**src/rtl/rx_data_sampling.sv**
```systemverilog
// Oversampled serial-bit sampler: synchronizes rx_in, tracks the edge and bit
// position inside a frame, and majority-votes three mid-bit samples per bit.
module rx_data_sampling #(
  parameter int SYNC_STAGES = 2,
  parameter int FRAME_BITS  = 11
) (
  input  logic       clk,
  input  logic       rst,
  input  logic       rx_in,
  input  logic [5:0] prescale,
  input  logic       enable,
  output logic [5:0] edge_cnt,
  output logic [3:0] bit_cnt,
  output logic       bit_done,
  output logic       sampled_bit,
  output logic       sample_valid
);

  logic [SYNC_STAGES-1:0] sync_r;
  logic                   rx_s;
  logic                   enable_r;
  logic                   active_r;
  logic [5:0]             p_q;
  logic                   s0;
  logic                   s1;
  logic                   s2;
  logic                   rise_s;
  logic                   run_s;
  logic [5:0]             mid_s;
  logic [5:0]             last_s;

  function automatic logic [5:0] decode_prescale(input logic [5:0] p);
    logic [5:0] r;
    case (p)
      6'd8, 6'd16, 6'd32: r = p;
      default:            r = 6'd8;
    endcase
    return r;
  endfunction

  function automatic logic majority3(input logic a, input logic b, input logic c);
    return (a & b) | (a & c) | (b & c);
  endfunction

  assign rx_s = sync_r[SYNC_STAGES-1];

  // Counting only runs after a genuine enable rise; enable held through reset does not count.
  always_comb begin
    rise_s   = enable & ~enable_r;
    run_s    = enable & (active_r | rise_s);
    mid_s    = {1'b0, p_q[5:1]};
    last_s   = p_q - 6'd1;
    bit_done = run_s & (edge_cnt == last_s);
  end

  // Synchronizer, prescale latch, edge/bit counters and three-point majority sampling.
  always_ff @(posedge clk) begin
    if (rst) begin
      sync_r       <= {SYNC_STAGES{1'b1}};
      enable_r     <= 1'b1;
      active_r     <= 1'b0;
      p_q          <= 6'd8;
      edge_cnt     <= 6'd0;
      bit_cnt      <= 4'd0;
      s0           <= 1'b0;
      s1           <= 1'b0;
      s2           <= 1'b0;
      sampled_bit  <= 1'b1;
      sample_valid <= 1'b0;
    end else begin
      sync_r       <= {sync_r[SYNC_STAGES-2:0], rx_in};
      enable_r     <= enable;
      sample_valid <= 1'b0;
      if (rise_s) begin
        p_q <= decode_prescale(prescale);
      end else begin
        p_q <= p_q;
      end
      if (!run_s) begin
        active_r <= 1'b0;
        edge_cnt <= 6'd0;
        bit_cnt  <= 4'd0;
        s0       <= 1'b0;
        s1       <= 1'b0;
        s2       <= 1'b0;
      end else begin
        active_r <= 1'b1;
        if (bit_done) begin
          edge_cnt <= 6'd0;
          if (bit_cnt == 4'(FRAME_BITS - 1)) begin
            bit_cnt <= 4'd0;
          end else begin
            bit_cnt <= bit_cnt + 4'd1;
          end
        end else begin
          edge_cnt <= edge_cnt + 6'd1;
        end
        if (edge_cnt == mid_s - 6'd1) s0 <= rx_s;
        if (edge_cnt == mid_s)        s1 <= rx_s;
        if (edge_cnt == mid_s + 6'd1) s2 <= rx_s;
        if (edge_cnt == mid_s + 6'd2) begin
          sampled_bit  <= majority3(s0, s1, s2);
          sample_valid <= 1'b1;
        end
      end
    end
  end

endmodule

```
**config.mk**
```make
export PLATFORM = sky130hd
export DESIGN_NAME = rx_data_sampling
export DESIGN_NICKNAME = d
export VERILOG_FILES = /design/src/rtl/rx_data_sampling.sv
export SDC_FILE = /design/constraint.sdc
export NUM_CORES = 1
export LEC_CHECK = 0
export CORE_MARGIN = 5
export CORE_UTILIZATION = 48
export DETAILED_ROUTE_END_ITERATION = 8
export GPL_TIMING_DRIVEN = 1
export PLACE_DENSITY = 0.79
export SYNTH_ARGS = -nofsm -noshare
export SYNTH_HDL_FRONTEND = slang
export SYNTH_SLANG_ARGS = --single-unit
```
**constraint.sdc**
```tcl
create_clock -name clk -period 2.4 [get_ports clk]
set_input_delay 0.72 -clock clk [delete_from_list [all_inputs] [get_ports clk]]
set_output_delay 0.72 -clock clk [all_outputs]
set_load 0.05 [all_outputs]
```
* Yosys cells after proc, flatten, opt, wreduce, memory -nomap -nowiden
Cells that the tools add are included.
Word-level totals: logic and storage cells 45, input bits 10, register bits 25
Cells by class: equality and inequality tests 9, add/sub/neg operators 6, bitwise operators 11, mux-type cells 4, reductions and logical operators 4
Operators with widths (number):
- $eq A6 B6 Y1 | 4
- $add A5 B1 Y6 const B | 1
- $add A5 B2 Y6 const B | 1
- $add A6 B1 Y6 const B | 1
- $and A1 B1 Y1 | 6
- $eq A6 B4 Y1 const B | 1
- $eq A6 B5 Y1 | 1
- $eq A6 B5 Y1 const B | 1
- $eq A6 B6 Y1 const B | 1
- $mux W6 | 1
- $reduce_or A3 Y1 | 2
- $sub A5 B1 Y6 const B | 1
- $sub A6 B1 Y6 const B | 1
- $add A4 B1 Y4 const B | 1
- $eq A4 B4 Y1 const B | 1
- $mux W4 | 1
- $or A1 B1 Y1 | 3
- $mux W1 | 2
- $not A1 Y1 | 2
- $reduce_and A2 Y1 | 1
- $reduce_or A2 Y1 | 1

* Longest topological paths before layout
depth after elaboration 6, mapped depth 8, gate-level depth less buffers 7

* Worst setup path before layout
Ideal clock, no wire load.
path kind reg-to-output, start point register p_q[1], end point output bit_done, data arrival time 2.306 ns, path slack -0.626 ns, cell stages (with the launch flop) 8, data required time 1.680 ns, cell sequence dfxtp_1 clkbuf_1 inv_1 ha_1 xor2_1 o2111a_1 nand3_1 nor3_2
Between the ends: cells in the longest elaborated chain, start to end 3
Ends and longest elaborated chain:
- start, declared | line 23 | logic [5:0] p_q;
- start signal, assigned | line 75 | p_q <= decode_prescale(prescale);
- start signal, assigned | line 77 | p_q <= p_q;
- $sub A6 B1 Y6 | line 52 | last_s = p_q - 6'd1;
- $eq A6 B6 Y1 | line 53 | bit_done = run_s & (edge_cnt == last_s);
- $and A1 B1 Y1 | line 53
- end, declared | line 14 | output logic bit_done,
Every way passes these cells.

* Final worst setup path
Same ends and word-level chain as after synthesis.

==> impl_results.md <==
* Area of all sequential standard cells at between 500 and 600 um2
* Maximum clock rate at ~380 MHz
* Antenna diodes at 0
* Worst slack, placed at -0.302 ns
* Post-synth EDFFs at 0
* Required time worst endpoint at 1.68 ns
* Number of hold buffers added after cts at 0
* Sort of element at the end of the critical path: output port
* Die Wd at ~67 um
* Number of buffers inserted during clock tree synthesis at 3
* Violations in the final reports: setup timing
* Critical-path maximum fanout at 3
* Clock tree from TritonCTS: done
* Detailed-route vias per instance at 5.37
* Primary FF master, synth: dfxtp_1
* Arrival time of data at the critical path endpoint at 1.90 ns
* I/O pin cnt at 23
* Synth Cell Area at between 0.0015 and 0.002 mm2
* Number of cells produced by synthesis at 180
* Sort of element at the start of the critical path: flip-flop
* CTS root buffer: clkbuf_4
* Final Wtd Congestion at 0.916
* Final worst path period share at 1.09
* Clock slew at the register clock pins of the worst setup and hold paths at 0.15 ns
* Final nets at 234
* Worst stage delay on the critical path at 0.38 ns
* Overflow left after global routing at 0
* Number of cells traversed by the worst hold path at 1
* First-pass GRT wire length at approximately 5700 um
* Site Rows at 20
* Share of final-layout standard cells stronger than drive strength 1 at 0.205
* Post-synthesis cell type count at 46
* Synth cell count leaders: dfxtp_1 (25), nand2_1 (15), xor2_1 (15)
* Worst hold margin at 0.427 ns
* Pin count of the biggest net entering global routing at 16
* Number of cell instances on the worst register-to-register path at 7
* Path category of the worst min-delay check: flip-flop to flip-flop
* Count of input and output buffers at 22
* Count of endpoints failing hold in the final timing report at 0
* Sequential area share after synthesis at 0.320
* Initial DRC count at 52
* Initial antenna violation count at 0
* Iteration count of the initial detailed-routing pass at 4
* Cell with the most instances after synthesis: dfxtp_1
* Total DRC errors in the routed layout at 0
* Startpoint-to-endpoint class of the critical path: flip-flop to output port
* Largest delay share family, worst path: flip-flops
* Clock Sink Count at 25
* Starting Density at 0.508
* Detailed placement HPWL at 2800 um
* Logic depth of the worst setup path including buffers at 7
* Pleak at 0.919 nW
* Worst setup margin at -0.218 ns
* Number of max-cap violations at 0
* Clk_lat worst skew at 0.33 ns
* Routed wire length at around 3500 um
* Syn Nets at 198
* Cell breakdown of the critical path: inv_4 -> ha_4 -> xor2_2 -> o2111a_2 -> nand3_4 -> nor3_4 -> buf_12
* Average wire per cell in the routed design at between 10 and 15 um
* Vias in the first global route at 1343
* Number of levels the H-tree was split into at 1
* Total via count after detailed routing at 1390
* Worst IR drop on VDD at 279 uV
* Layout-stage area growth over the synthesis result at 30.5%
* Core box area at 0.00308 mm2
* Biggest area consumer among synthesized cells: dfxtp_1
* Slew at the pin closest to its max-slew limit at 0.496 ns
* # fillers at 269
* Synth Area per Inst at 8.68 um2
* Slowest cell on the critical path: dfxtp_2
* Area occupied by multi-input gates at 0.00105 mm2
* Critical path buffer and inverter count at 2
* Count of antenna-violating nets left after detailed routing at 0
* Die boundary height at 67.1 um
* Count of final setup violators at 1
* Global router's overall resource usage at 0.168
* Share of async-settable or async-resettable flops after synthesis at 0
* Power density over cell area at 341 mW/mm2
* Yosys warnings at 0
* Worst clock skew on the final layout at 0.00573 ns
* Outcome: finished, violations left
* Fin. max-slew vios at 0
* Post-synth top area share at 0.320
* Dominant cells by area after synthesis: dfxtp_1 (32%), xor2_1 (8.4%), xnor2_1 (7.3%)
* Die Footprint at 0.00450 mm2
* Setup repair after global routing missed its margin: yes
* Slew HR at 0.666
* Post-synthesis sequential element count at 25
* Final critical-path required period at 2.62 ns
* Maximum clock insertion buffer count at 2
==> through the flow <==
step | instances | area (um2) | TNS [ns] | total power [mW] | util
floorplan | 180 | 1610 | -0.125 | 0.468 | -
global placement | 251 | 1940 | -0.295 | 0.498 | 0.630
detailed placement | 251 | 1940 | -0.302 | 0.500 | 0.630
CTS | 257 | 1980 | -0.239 | 0.697 | 0.644
global route | 259 | 2040 | -0.310 | 0.726 | 0.663
finish | 259 | 2040 | -0.218 | 0.695 | 0.663
==> cells in the final DEF, fill, tap and decap left out, drive strengths merged, types with 2 or more instances in the layout <==
cell           instances
ha                     8
nand4                  3
nand2                 15
xor2                  16
dlygate4sd2            2
dfxtp                 25
dlymetal6s2s           6
a21boi                 3
inv                    9
nand3                  7
o31ai                  2
xnor2                 13
mux2i                  4
or2                    3
clkbuf                 3
nor2                  12
nand2b                 5
a211oi                 2
nor3                   6
nor4                   5
clkdlybuf4s50         13
nor3b                  4
a21oi                  6
buf                   17
and3                   6
==> kinds of logic (layout without fill, tap and decap cells) <==
group	after synthesis	count (layout)	share of synthesized area
simple gates	72	72	0.251
mux	4	4	0.0256
xor+xnor	29	29	0.167
fa+ha+maj	9	9	0.0705
flops	25	25	0.320
compound gates	25	25	0.121
buf+inv	16	51	0.0448
==> report_power, final <==
group | total [mW] | leakage (nW) | switching [mW] | internal [mW]
Combinational | 0.0683 | 0.699 | 0.0335 | 0.0348
Clock | 0.202 | 0.0139 | 0.138 | 0.0637
Sequential | 0.425 | 0.206 | 0.00473 | 0.420
==> cell type report <==
cell class	instances	area share
clock inverters	1	0.00368
multi-input cells	139	0.513
inverters	9	0.0178
repair buffers	38	0.178
flip-flops and latches	25	0.250
clock buffers	3	0.0110
well taps	44	0.0270
==> sequential cells by signal, indices dropped and copies added (netlist names) <==
name,count
active_r,1
s1,1
enable_r,1
bit_cnt,4
p_q,6
s2,1
edge_cnt,6
s0,1
sampled_bit,1
sync_r,2
sample_valid,1
==> final timing paths <==
| path | slack [ns] | endpoint | from |
|---|---|---|---|
| max | -0.22 | bit_done | p_q[1] |
| min | 0.43 | sync_r[1] | sync_r[0] |
| max reg2reg | 0.21 | sampled_bit | p_q[3] |
| min reg2reg | 0.43 | sync_r[1] | sync_r[0] |
==> repair_timing <==
item / in CTS / in global routing
gates resized for setup: 4 / 12
pin swaps: 2 / 3
endpoints found under the setup margin: 2 / 6
buffers inserted: 2 / 2
==> worst reg2reg max path, cell delays in order (launching register included) <==
cell	delay (ns)
dfxtp_1	0.43
buf_4	0.18
ha_1	0.21
or3b_1	0.35
a211o_1	0.33
a211oi_2	0.27
o2111ai_1	0.17
mux2i_1	0.15
==> routing by layer <==
metal,global-route usage,share of wire
met1,0.184,0.44
met2,0.313,0.49
met3,0.0253,0.042
met4,0.0709,0.025
met5,0,0
No activity file was read; power rests on OpenSTA's default activity.
